[config.mk]
export PLATFORM = sky130hd
export DESIGN_NAME = mem_data_access_flat
export DESIGN_NICKNAME = d
export VERILOG_FILES = /design/src/rtl/mem_data_access_pkg.sv /design/src/rtl/mem_data_access_if.sv /design/src/rtl/mem_data_access_lane_align.sv /design/src/rtl/mem_data_access.sv /design/src/flat_wrapper.sv
export SDC_FILE = /design/constraint.sdc
export NUM_CORES = 1
export LEC_CHECK = 0
export ABC_AREA = 1
export CAP_MARGIN = 0
export CORE_ASPECT_RATIO = 0.9
export CORE_MARGIN = 1
export CORE_UTILIZATION = 45
export CTS_BUF_LIST = sky130_fd_sc_hd__clkbuf_8
export DETAILED_ROUTE_END_ITERATION = 7
export GPL_TIMING_DRIVEN = 0
export PLACE_DENSITY_LB_ADDON = 0.2
export SLEW_MARGIN = 20
export SYNTH_ARGS = -nofsm -noshare
export SYNTH_HDL_FRONTEND = slang
export SYNTH_SLANG_ARGS = --single-unit
[constraint.sdc]
create_clock -name clk -period 4.1 [get_ports clk]
set_clock_uncertainty 0.1 [all_clocks]
set_input_delay 1.23 -clock clk [delete_from_list [all_inputs] [get_ports clk]]
set_output_delay 1.23 -clock clk [all_outputs]
set_load 0.02 [all_outputs]
[src/rtl/mem_data_access_pkg.sv]
// mem_data_access_pkg: operation codes and shared constants for the memory-access stage.
// Revision: 1.0
`default_nettype none

package mem_data_access_pkg;

  localparam logic [7:0] EXE_NOP_OP = 8'b00000000;
  localparam logic [7:0] EXE_LB_OP  = 8'b11100000;
  localparam logic [7:0] EXE_LBU_OP = 8'b11100100;
  localparam logic [7:0] EXE_LH_OP  = 8'b11100001;
  localparam logic [7:0] EXE_LHU_OP = 8'b11100101;
  localparam logic [7:0] EXE_LW_OP  = 8'b11100011;
  localparam logic [7:0] EXE_SB_OP  = 8'b11101000;
  localparam logic [7:0] EXE_SH_OP  = 8'b11101001;
  localparam logic [7:0] EXE_SW_OP  = 8'b11101011;
  localparam logic [7:0] EXE_LL_OP  = 8'b11110000;
  localparam logic [7:0] EXE_SC_OP  = 8'b11111000;

  localparam logic        RST_ENABLE = 1'b1;
  localparam logic [31:0] ZERO_WORD  = 32'h0000_0000;
  localparam logic [5:0]  NO_STALL   = 6'b000000;

  function automatic logic [31:0] word_addr(input logic [31:0] a);
    return {a[31:2], 2'b00};
  endfunction

endpackage

`default_nettype wire

[src/rtl/mem_data_access_if.sv]
// mem_data_access_if: req/ack data bus between the memory stage (master) and memory (slave).
// Revision: 1.0
`default_nettype none

interface mem_data_access_if;
  logic        req;
  logic        we;
  logic [31:0] addr;
  logic [3:0]  sel;
  logic [31:0] wdata;
  logic [31:0] rdata;
  logic        ack;

  modport master (output req, we, addr, sel, wdata, input rdata, ack);
  modport slave  (input req, we, addr, sel, wdata, output rdata, ack);
endinterface

`default_nettype wire

[src/rtl/mem_data_access_lane_align.sv]
// mem_lane_align: byte-lane select, store replication, load extraction and alignment check.
// Revision: 1.0
`default_nettype none

module mem_lane_align
  import mem_data_access_pkg::*;
#(
  parameter bit BIG_ENDIAN = 1'b1
)(
  input  logic [7:0]  i_aluop,
  input  logic [1:0]  i_addr_lo,
  input  logic [31:0] i_reg2,
  input  logic [31:0] i_rdata,
  output logic [3:0]  o_sel,
  output logic [31:0] o_store_word,
  output logic [31:0] o_load_word,
  output logic        o_misalign,
  output logic        o_is_load,
  output logic        o_is_store
);

  logic [1:0]  w_bidx;
  logic        w_hidx;
  logic [7:0]  w_byte;
  logic [15:0] w_half;

  always_comb begin
    // Big-endian flips the lane order: byte 0 lives in bits [31:24].
    w_bidx       = BIG_ENDIAN ? ~i_addr_lo : i_addr_lo;
    w_hidx       = BIG_ENDIAN ? ~i_addr_lo[1] : i_addr_lo[1];
    w_byte       = i_rdata[{w_bidx, 3'b000} +: 8];
    w_half       = i_rdata[{w_hidx, 4'b0000} +: 16];
    o_sel        = 4'b0000;
    o_store_word = i_reg2;
    o_load_word  = i_rdata;
    o_misalign   = 1'b0;
    o_is_load    = 1'b0;
    o_is_store   = 1'b0;
    case (i_aluop)
      EXE_LB_OP, EXE_LBU_OP: begin
        o_is_load   = 1'b1;
        o_sel       = 4'b0001 << w_bidx;
        o_load_word = (i_aluop == EXE_LB_OP) ? {{24{w_byte[7]}}, w_byte} : {24'h0, w_byte};
      end
      EXE_LH_OP, EXE_LHU_OP: begin
        o_is_load   = 1'b1;
        o_misalign  = i_addr_lo[0];
        o_sel       = w_hidx ? 4'b1100 : 4'b0011;
        o_load_word = (i_aluop == EXE_LH_OP) ? {{16{w_half[15]}}, w_half} : {16'h0, w_half};
      end
      EXE_LW_OP, EXE_LL_OP: begin
        o_is_load  = 1'b1;
        o_misalign = |i_addr_lo;
        o_sel      = 4'b1111;
      end
      EXE_SB_OP: begin
        o_is_store   = 1'b1;
        o_sel        = 4'b0001 << w_bidx;
        o_store_word = {4{i_reg2[7:0]}};
      end
      EXE_SH_OP: begin
        o_is_store   = 1'b1;
        o_misalign   = i_addr_lo[0];
        o_sel        = w_hidx ? 4'b1100 : 4'b0011;
        o_store_word = {2{i_reg2[15:0]}};
      end
      EXE_SW_OP, EXE_SC_OP: begin
        o_is_store = 1'b1;
        o_misalign = |i_addr_lo;
        o_sel      = 4'b1111;
      end
      default: ;
    endcase
  end

endmodule

`default_nettype wire

[src/rtl/mem_data_access.sv]
// mem_data_access: memory-access stage datapath and data-bus master with LL/SC support.
// Revision: 1.0
`default_nettype none

module mem_data_access
  import mem_data_access_pkg::*;
#(
  parameter bit          BIG_ENDIAN     = 1'b1,
  parameter int unsigned TIMEOUT_CYCLES = 255
)(
  input  logic              clk,
  input  logic              rst,
  input  logic [5:0]        stall_i,
  input  logic              flush_i,
  input  logic [7:0]        aluop_i,
  input  logic [31:0]       addr_i,
  input  logic [31:0]       reg2_i,
  input  logic [4:0]        wd_i,
  input  logic              wreg_i,
  input  logic [31:0]       wdata_i,
  mem_data_access_if.master dbus,
  output logic [4:0]        wd_o,
  output logic              wreg_o,
  output logic [31:0]       wdata_o,
  output logic              stallreq_o,
  output logic              adel_o,
  output logic              ades_o,
  output logic              bus_err_o
);

  localparam int TW = (TIMEOUT_CYCLES > 1) ? $clog2(TIMEOUT_CYCLES) : 1;
  localparam logic [TW-1:0] TIMER_LAST = TW'((TIMEOUT_CYCLES == 0) ? 0 : TIMEOUT_CYCLES - 1);

  typedef enum logic [1:0] {S_IDLE = 2'd0, S_BUSY = 2'd1, S_WAIT = 2'd2} state_t;

  state_t          r_state, w_next;
  logic            r_req, r_we, r_llbit, r_wreg;
  logic [31:0]     r_addr, r_bwdata, r_rd_buf, r_alu;
  logic [3:0]      r_sel;
  logic [7:0]      r_op;
  logic [1:0]      r_alo;
  logic [4:0]      r_wd;
  logic [TW-1:0]   r_timer;

  logic [7:0]  w_op;
  logic [1:0]  w_alo;
  logic [3:0]  w_sel;
  logic [31:0] w_store_word, w_load_word, w_result;
  logic        w_misalign, w_is_load, w_is_store, w_is_sc, w_is_ll, w_start, w_timeout;

  // Once a bus cycle is issued the latched op drives lane extraction.
  assign w_op  = (r_state == S_IDLE) ? aluop_i : r_op;
  assign w_alo = (r_state == S_IDLE) ? addr_i[1:0] : r_alo;

  mem_lane_align #(.BIG_ENDIAN(BIG_ENDIAN)) u_align (
    .i_aluop      (w_op),
    .i_addr_lo    (w_alo),
    .i_reg2       (reg2_i),
    .i_rdata      (dbus.rdata),
    .o_sel        (w_sel),
    .o_store_word (w_store_word),
    .o_load_word  (w_load_word),
    .o_misalign   (w_misalign),
    .o_is_load    (w_is_load),
    .o_is_store   (w_is_store)
  );

  assign w_is_sc   = (w_op == EXE_SC_OP);
  assign w_is_ll   = (w_op == EXE_LL_OP);
  assign w_result  = w_is_sc ? 32'd1 : (w_is_load ? w_load_word : r_alu);
  assign w_start   = (r_state == S_IDLE) && (w_is_load || w_is_store) && !w_misalign
                     && !flush_i && !(w_is_sc && !r_llbit);
  assign w_timeout = (TIMEOUT_CYCLES != 0) && (r_state == S_BUSY) && !flush_i
                     && !dbus.ack && (r_timer == TIMER_LAST);

  always_comb begin
    w_next     = r_state;
    wd_o       = wd_i;
    wreg_o     = wreg_i;
    wdata_o    = wdata_i;
    stallreq_o = 1'b0;
    adel_o     = 1'b0;
    ades_o     = 1'b0;
    bus_err_o  = 1'b0;
    case (r_state)
      S_IDLE: begin
        if (w_is_load || w_is_store) begin
          if (w_misalign) begin
            adel_o = w_is_load;
            ades_o = w_is_store;
            wreg_o = 1'b0;
          end else if (flush_i) begin
            wreg_o = 1'b0;
          end else if (w_is_sc && !r_llbit) begin
            wdata_o = ZERO_WORD;
          end else begin
            stallreq_o = 1'b1;
            wreg_o     = wreg_i && w_is_store && !w_is_sc;
            w_next     = S_BUSY;
          end
        end
      end
      S_BUSY: begin
        wd_o    = r_wd;
        wdata_o = w_result;
        wreg_o  = 1'b0;
        if (flush_i) begin
          w_next = S_IDLE;
        end else if (dbus.ack) begin
          wreg_o = r_wreg;
          w_next = (stall_i == NO_STALL) ? S_IDLE : S_WAIT;
        end else if (w_timeout) begin
          bus_err_o = 1'b1;
          w_next    = S_IDLE;
        end else begin
          stallreq_o = 1'b1;
          wreg_o     = r_wreg && w_is_store && !w_is_sc;
        end
      end
      S_WAIT: begin
        wd_o    = r_wd;
        wreg_o  = r_wreg;
        wdata_o = r_rd_buf;
        if (flush_i) begin
          wreg_o = 1'b0;
          w_next = S_IDLE;
        end else if (stall_i == NO_STALL) begin
          w_next = S_IDLE;
        end
      end
      default: w_next = S_IDLE;
    endcase
    if (rst == RST_ENABLE) begin
      w_next     = S_IDLE;
      wd_o       = 5'd0;
      wreg_o     = 1'b0;
      wdata_o    = ZERO_WORD;
      stallreq_o = 1'b0;
      adel_o     = 1'b0;
      ades_o     = 1'b0;
      bus_err_o  = 1'b0;
    end
  end

  always_ff @(posedge clk) begin
    if (rst == RST_ENABLE) begin
      r_state  <= S_IDLE;
      r_req    <= 1'b0;
      r_we     <= 1'b0;
      r_addr   <= ZERO_WORD;
      r_sel    <= 4'b0000;
      r_bwdata <= ZERO_WORD;
      r_rd_buf <= ZERO_WORD;
      r_llbit  <= 1'b0;
      r_timer  <= '0;
      r_op     <= EXE_NOP_OP;
      r_alo    <= 2'b00;
      r_wd     <= 5'd0;
      r_wreg   <= 1'b0;
      r_alu    <= ZERO_WORD;
    end else begin
      r_state <= w_next;
      r_timer <= (r_state == S_BUSY && w_next == S_BUSY) ? r_timer + 1'b1 : '0;
      if (w_start) begin
        r_req    <= 1'b1;
        r_we     <= w_is_store;
        r_addr   <= word_addr(addr_i);
        r_sel    <= w_sel;
        r_bwdata <= w_store_word;
        r_op     <= aluop_i;
        r_alo    <= addr_i[1:0];
        r_wd     <= wd_i;
        r_wreg   <= wreg_i;
        r_alu    <= wdata_i;
      end else if (r_state == S_BUSY && w_next != S_BUSY) begin
        r_req <= 1'b0;
        r_we  <= 1'b0;
      end
      if (r_state == S_BUSY && dbus.ack && !flush_i) begin
        r_rd_buf <= w_result;
      end
      if (flush_i) begin
        r_llbit <= 1'b0;
      end else if (r_state == S_BUSY && dbus.ack && w_is_ll) begin
        r_llbit <= 1'b1;
      end else if (r_state == S_BUSY && dbus.ack && w_is_sc) begin
        r_llbit <= 1'b0;
      end
    end
  end

  assign dbus.req   = r_req;
  assign dbus.we    = r_we;
  assign dbus.addr  = r_addr;
  assign dbus.sel   = r_sel;
  assign dbus.wdata = r_bwdata;

endmodule

`default_nettype wire

[src/flat_wrapper.sv]
// flat-port wrapper written by rule: the top's interface ports become plain ports
module mem_data_access_flat import mem_data_access_pkg::*;
#(
  parameter bit          BIG_ENDIAN     = 1'b1,
  parameter int unsigned TIMEOUT_CYCLES = 255
)
  (clk, rst, stall_i, flush_i, aluop_i, addr_i, reg2_i, wd_i, wreg_i, wdata_i, wd_o, wreg_o, wdata_o, stallreq_o, adel_o, ades_o, bus_err_o, dbus_req, dbus_we, dbus_addr, dbus_sel, dbus_wdata, dbus_rdata, dbus_ack);
  mem_data_access_if dbus_i ();
  input  logic clk;
  input  logic rst;
  input  logic [5:0] stall_i;
  input  logic flush_i;
  input  logic [7:0] aluop_i;
  input  logic [31:0] addr_i;
  input  logic [31:0] reg2_i;
  input  logic [4:0] wd_i;
  input  logic wreg_i;
  input  logic [31:0] wdata_i;
  output logic [4:0] wd_o;
  output logic wreg_o;
  output logic [31:0] wdata_o;
  output logic stallreq_o;
  output logic adel_o;
  output logic ades_o;
  output logic bus_err_o;
  output wire logic [$bits(dbus_i.req)-1:0] dbus_req;
  output wire logic [$bits(dbus_i.we)-1:0] dbus_we;
  output wire logic [$bits(dbus_i.addr)-1:0] dbus_addr;
  output wire logic [$bits(dbus_i.sel)-1:0] dbus_sel;
  output wire logic [$bits(dbus_i.wdata)-1:0] dbus_wdata;
  input wire logic [$bits(dbus_i.rdata)-1:0] dbus_rdata;
  input wire logic [$bits(dbus_i.ack)-1:0] dbus_ack;
  assign dbus_req = dbus_i.req;
  assign dbus_we = dbus_i.we;
  assign dbus_addr = dbus_i.addr;
  assign dbus_sel = dbus_i.sel;
  assign dbus_wdata = dbus_i.wdata;
  assign dbus_i.rdata = dbus_rdata;
  assign dbus_i.ack = dbus_ack;
  mem_data_access #(.BIG_ENDIAN(BIG_ENDIAN), .TIMEOUT_CYCLES(TIMEOUT_CYCLES)) u_core (.clk(clk), .rst(rst), .stall_i(stall_i), .flush_i(flush_i), .aluop_i(aluop_i), .addr_i(addr_i), .reg2_i(reg2_i), .wd_i(wd_i), .wreg_i(wreg_i), .wdata_i(wdata_i), .dbus(dbus_i), .wd_o(wd_o), .wreg_o(wreg_o), .wdata_o(wdata_o), .stallreq_o(stallreq_o), .adel_o(adel_o), .ades_o(ades_o), .bus_err_o(bus_err_o));
endmodule
==> out/results.txt, run 1 <==
Status -> finished with violations
Failing checks -> design-rule violations, negative setup slack
Design Power -> 3650 uW
Final Hold Viols -> 0
H-tree depth -> 4
Hold Startpoint -> u_core.r_wd[2]
HP Class -> reg -> reg
CP max FO -> 3
Layout cell share with drive strength beyond 1 -> 0.269
Dominant cells by area after synthesis -> dfxtp_1 36%, o21ai_0 11%, a21oi_1 9.7%
Drt first pass iters -> 8
PortBufs -> 260
Post-synth EDFFs -> 0
Dominant cell type by area after synthesis -> dfxtp_1
Period utilization -> 1.13
Avg Vias per Cell -> 5.94
Post-Syn Area -> 0.00880 sq mm
Max Clk Rate -> 215 MHz
Critical path type -> in -> out
Die height -> 135 microns
Starting Density -> 0.459
Slew at the pin closest to its max-slew limit -> 1.15 ns
Max clock buf depth -> 2
Grt ovf -> 0
Max VDD drop -> 0.000232 V
Vias in the first global route -> 10.6k
Cells after Synth -> 1,311
Critical path launch point -> aluop_i[5]
Count leader, synth -> nand2_1
Max-slew violation count -> 0
Core ar. -> 0.0192 sq mm
Synth top cells by count -> 209 x nand2_1, 202 x o21ai_0, 170 x a21oi_1
First-pass GRT wire length -> 56,100 microns
Worst EP required -> 2.77 ns
Die X -> 149 microns
Reg clk slew, reported paths -> 0.09 ns
Die area -> 0.0201 sq mm
GRT Total Usage -> 0.359
Vias -> 11.5k
Pin count of the biggest net entering global routing -> 20
CTS tree -> done
Post-DRT Antenna Nets -> 0
DRT Wirelength -> 39,400 microns
Residual DRC -> 25
Relative slew slack -> 0.233
Sink Count -> 159
Post-DP HPWL -> 25,100 microns
TritonCTS Buffers -> 17
Synth async-reset ratio -> 0
Num rows -> 48
Drt wl/cell -> 20.3 microns
Worst Setup Slack, final -> -0.552 ns
Critical R2R Launch -> u_core.r_state[0]
Pwr Density -> 254 mW/mm^2
GP Congestion -> 0.956
RSZ-0062 raised after global routing -> yes
Clk Latency, worst-skew pair -> 0.47 ns
Crit path arrival time -> 3.32 ns
Synth top area share -> 0.362
First-iteration detailed-routing DRC count -> 1,542
Seq cells post-synth -> 159
Crit start category -> primary input
Fillers -> 1,377
Ys flop type -> dfxtp_1
Max Cap Viol -> 0
Avg Inst Size Synth -> 6.71 sq um
Final setup TNS -> -16.57 ns
CTS Root Buffer Type -> clkbuf_8
Worst Setup End Kind -> primary output
IO Count -> 264
WHS -> 0.356 ns
LEAKAGE -> 0.00574 uW
Final Critical Period -> 4.65 ns
Layout Nets -> 1,838
Antenna violations before repair -> 0
Synth warn -> 0
Antenna Cells -> 0
Synthesis-to-layout area growth -> 63.1%
Library cells used by synthesis -> 47
Register area share after synthesis -> 0.362
Final setup violation count -> 36
[routing by layer]
metal | wire, microns | vias up | part of all wire | track usage
met3 | 4610 | 206 | 0.12 | 0.0963
met5 | 0 | - | 0 | 0
met2 | 17600 | 868 | 0.45 | 0.552
li1 | - | 5139 | - | -
met1 | 15300 | 5332 | 0.39 | 0.467
met4 | 1930 | 0 | 0.049 | 0.170
[state kept, by name, indices dropped and copies added, names as in the netlist]
register and flops:
u_core.dbus.addr 30, u_core.dbus.req 1, u_core.dbus.sel 4, u_core.dbus.wdata 32
u_core.dbus.we 1, u_core.r_alo 2, u_core.r_alu 32, u_core.r_llbit 1
u_core.r_op 8, u_core.r_rd_buf 32, u_core.r_state 2, u_core.r_timer 8
u_core.r_wd 5, u_core.r_wreg 1
[layout make-up]
class | count | area (sq um) | area share
timing repair buffer | 353 | 3520 | 0.246
inverter | 83 | 343 | 0.0239
tap | 250 | 313 | 0.0218
sequential | 159 | 3190 | 0.222
multi-input combinational | 965 | 5880 | 0.410
clock buffer | 17 | 234 | 0.0163
buffer | 101 | 671 | 0.0467
clock inverter | 15 | 193 | 0.0134
[layout by cell type, fill, tap and decap left out, types with 10 or more instances in the layout]
cell type	instances
nand3_1	28
inv_1	63
clkbuf_8	18
nand3_4	14
nor2_2	20
dfxtp_1	157
buf_2	22
nand3_2	28
nor2_1	150
a31oi_1	10
nor2_4	16
buf_4	85
nand2_2	34
o21ai_1	16
o21ai_0	189
a31oi_4	21
inv_2	13
buf_6	54
clkbuf_1	41
nand2_4	16
o21ai_2	10
a21oi_1	161
nand2_1	171
clkdlybuf4s50_1	204
[through the flow]
| step | util | setup slack [ns] | cells | cell area [sq um] |
|---|---|---|---|---|
| floorplan | - | 0.00127 | 1312 | 9150 |
| global placement | 0.630 | -1.50 | 1822 | 12100 |
| detailed placement | 0.630 | -1.53 | 1822 | 12100 |
| CTS | 0.713 | -0.319 | 1925 | 13700 |
| global route | 0.749 | -0.579 | 1943 | 14300 |
| finish | 0.749 | -0.552 | 1943 | 14300 |
[power breakdown]
| group | switching [uW] | internal, uW |
|---|---|---|
| Sequential | 13.7 | 1570 |
| Clock | 720 | 575 |
| Combinational | 409 | 360 |
| Total | 1140 | 2500 |
[critical path, stage by stage]
cell      delay [ns]
buf_2           0.11
nand2_1         0.10
nand2_4         0.10
nand2_4         0.06
nor2_4          0.14
buf_6           0.13
buf_6           0.11
nand2_4         0.07
nand2_4         0.09
nand2_4         0.06
inv_2           0.07
nor2_4          0.04
nand3b_1        0.18
buf_6           0.18
buf_6           0.11
nand3_2         0.06
nand3_2         0.07
o22ai_2         0.07
nor2_2          0.18
buf_6           0.15
[timing repair]
item / in CTS / in global routing
endpoints found under the setup margin: 42 / 41
setup buffers: 69 / 16
gates cloned: 5 / 5
gates resized for setup: 425 / 117
pin swaps: 80 / 70
hold buffers: 0 / 0
endpoints found under the hold margin: 0 / 0
[cells by family after synthesis]
logic type | share of synthesized area
AO/OA/AOI/OAI | 0.280
XOR/XNOR | 0.00597
adder cells (fa/ha/maj) | 0.00853
buffers and inverters | 0.0977
flip-flops | 0.362
other | 0.000426
AND/OR/NAND/NOR | 0.245
[path summary, 6_finish.rpt]
check	end	slack, ns	cells past startpoint
worst max-delay path	wdata_o[7]	-0.55	20
worst max register to register	u_core.r_alu[31]	0.85	23
worst min-delay path	u_core.r_wd[2]	0.36	2
worst min register to register	u_core.r_wd[2]	0.36	2
(Power assumes the default switching activity.)
==> inputs of run 2 (changes only) <==
CTS_CLUSTER_DIAMETER = 60   (was not set)
==> results of run 2 <==
Same layout as run 1: the final DEF is identical, and so are final timing and power.
==> inputs of run 3 (changes only) <==
CELL_PAD_IN_SITES_DETAIL_PLACEMENT = 1   (was not set)
CELL_PAD_IN_SITES_GLOBAL_PLACEMENT = 2   (was not set)
CORE_UTILIZATION = 26   (was 45)
==> out/results.txt, run 3 (same netlist as run 1, synthesis figures left out) <==
Die height -> 177 microns (+31%)
Period utilization -> 1.13 (-0.00235)
Avg Vias per Cell -> 5.07 (-15%)
Clk Latency, worst-skew pair -> 0.48 ns (about the same)
Pre-CTS setup slack -> -1.73 ns (-0.199 ns)
Antenna violations before repair -> 1 (+1)
Pwr Density -> 241 mW/mm^2 (-5.2%)
Pin count of the biggest net entering global routing -> 19 (-5.0%)
Final Hold Viols -> 0 (unchanged)
RSZ-0062 raised after global routing -> yes
Vias -> 10.8k (-6.1%)
Layout cell share with drive strength beyond 1 -> 0.293 (+0.0241)
Most common cell after layout, fill and taps aside -> clkdlybuf4s50_1
DRT Wirelength -> 44,800 microns (+14%)
WHS Endpoint -> u_core.r_wd[2]
TritonCTS Buffers -> 17 (unchanged)
Starting Density -> 0.266 (-0.193)
Final setup violation count -> 37 (+2.8%)
GP Congestion -> 0.868 (-9.2%)
Worst EP required -> 2.77 ns (about the same)
Design Power -> 3600 uW (-1.3%)
Slew at the pin closest to its max-slew limit -> 0.846 ns (-0.305 ns)
GRT Total Usage -> 0.255 (-0.104)
Sink Count -> 159 (unchanged)
Max Cap Viol -> 0 (unchanged)
Buf+Inv Stages, Crit Path -> 7 (unchanged)
Final Critical Period -> 4.64 ns (-0.00962 ns)
CTS tree -> done
IO Count -> 264 (unchanged)
Antenna Cells -> 0 (unchanged)
Max clock buf depth -> 2 (unchanged)
Post-DP HPWL -> 32,100 microns (+28%)
Critical-path top delay cell -> nor2_2
Worst Hold Depth -> 2 (unchanged)
Crit start category -> primary input
Register Area -> 0.00319 sq mm (unchanged)
Hold_buf cts -> 0 (unchanged)
H-tree depth -> 4 (unchanged)
Critical path type -> in -> out
Placed cells -> 1,994 (+9.4%)
Crit-path cells -> buf_2 -> inv_1 -> nand2_1 -> nand2_2 -> nand2_4 -> nor2_4 -> nand2_2 -> nand2_4 -> nor2_4 -> buf_6 -> inv_8 -> buf_8 -> buf_12 -> nand4_1 -> o211ai_1 -> nor2_1 -> o22ai_2 -> nor2_2 -> buf_6
WHS -> 0.355 ns (-0.000865 ns)
Kind of cell adding the most delay to the critical path -> simple AND/OR/NAND/NOR gates
Worst Setup End Kind -> primary output
Max-slew violation count -> 0 (unchanged)
Fillers -> 4,011 (+190%)
Cell Count, Final, Fillers Out -> 2,136 (+9.9%)
CP max FO -> 4 (+1)
Core ar. -> 0.0331 sq mm (+73%)
Layout Utilization -> 0.451 (-0.298)
Max incr delay on CP -> 0.21 ns (+0.03 ns)
Status -> finished with violations
Failing checks -> negative setup slack
Hold Startpoint -> u_core.r_wd[2]
First-iteration detailed-routing DRC count -> 590 (-62%)
CTS Root Buffer Type -> clkbuf_8
Worst Setup Slack, final -> -0.542 ns (+0.00962 ns)
Crit path arrival time -> 3.31 ns (about the same)
Layout Nets -> 1,859 (+1.1%)
Grt ovf -> 0 (unchanged)
Area of the multi-input gates -> 0.00602 sq mm (+2.2%)
Drt wl/cell -> 21.0 microns (+3.4%)
Max VDD drop -> 0.000182 V (-21%)
R2r setup slk -> -0.35 ns (-1.20 ns)
HP Class -> reg -> reg
LEAKAGE -> 0.00587 uW (+2.3%)
Vias in the first global route -> 11.1k (+4.4%)
Residual DRC -> 0 (-100%)
Post-DRT Antenna Nets -> 0 (unchanged)
Die area -> 0.0346 sq mm (+72%)
Terminus of the critical flop-to-flop path -> u_core.r_rd_buf[5]
Die X -> 196 microns (+31%)
PortBufs -> 260 (unchanged)
Reg clk slew, reported paths -> 0.08 ns (about the same)
Synthesis-to-layout area growth -> 69.8%
Most frequent cells in the layout -> 205 x clkdlybuf4s50_1, 185 x o21ai_0, 158 x a21oi_1
Relative slew slack -> 0.436 (+0.203)
First-pass GRT wire length -> 66,700 microns (+19%)
Drt first pass iters -> 5 (-3)
Critical R2R Launch -> u_core.r_state[0]
Worst Reg-to-Reg Cells -> 37 (+61%)
Max Clk Rate -> 215 MHz (+0.21%)
Num rows -> 63 (+31%)
run 3: what timing repair did:
item	CTS	global route
pin swaps	96	58
gates cloned	10	2
setup endpoints to repair	42	38
setup buffers	83	20
resized for setup	501	107
run 3: layout make-up:
type	instances	share of cell area
Multi-Input combinational cell	965	0.403
Sequential cell	159	0.213
Clock buffer	19	0.0175
Tap cell	422	0.0353
Buffer	102	0.0499
Timing Repair Buffer	373	0.250
Clock inverter	13	0.00838
Inverter	83	0.0226
run 3: where the power goes:
| part | internal (uW) | switching [uW] | total, uW |
|---|---|---|---|
| clock network | 564 | 663 | 1230 |
| logic | 372 | 418 | 790 |
| registers | 1570 | 13.3 | 1580 |
| total | 2510 | 1090 | 3600 |
run 3: worst max-delay path by stage:
stage	from	to	slack (ns)	cells after the start
after detailed placement	aluop_i[0]	wdata_o[31]	-1.73	15
after global routing	u_core.r_state[0]	wdata_o[7]	-0.65	21
after floorplan	aluop_i[2]	wdata_o[22]	0.001	16
final	aluop_i[3]	wdata_o[7]	-0.54	19
after global placement	aluop_i[0]	wdata_o[31]	-1.72	15
after CTS	u_core.r_state[1]	wdata_o[7]	-0.47	23
run 3: worst register-to-register path: cells and delay by family (launching register included):
kind,cells,cell delay (ns)
buffers and inverters,25,2.82
and+or+nand+nor,9,0.72
DFF,1,0.33
adders and majority gates,1,0.23
AOI/OAI and AO/OA,2,0.13
run 3: stage by stage:
stage | area (sq um) | TNS [ns]
after global placement | 12300 | -63.24
final | 14900 | -15.17
after CTS | 14400 | -14.68
after floorplan | 9150 | 0
after global routing | 14900 | -19.34
after detailed placement | 12300 | -63.26
run 3: per-layer routing:
layer,wire length (microns),global-route usage
met1,20900,0.345
met2,20900,0.414
met3,2100,0.0457
met4,921,0.0732
met5,0,0
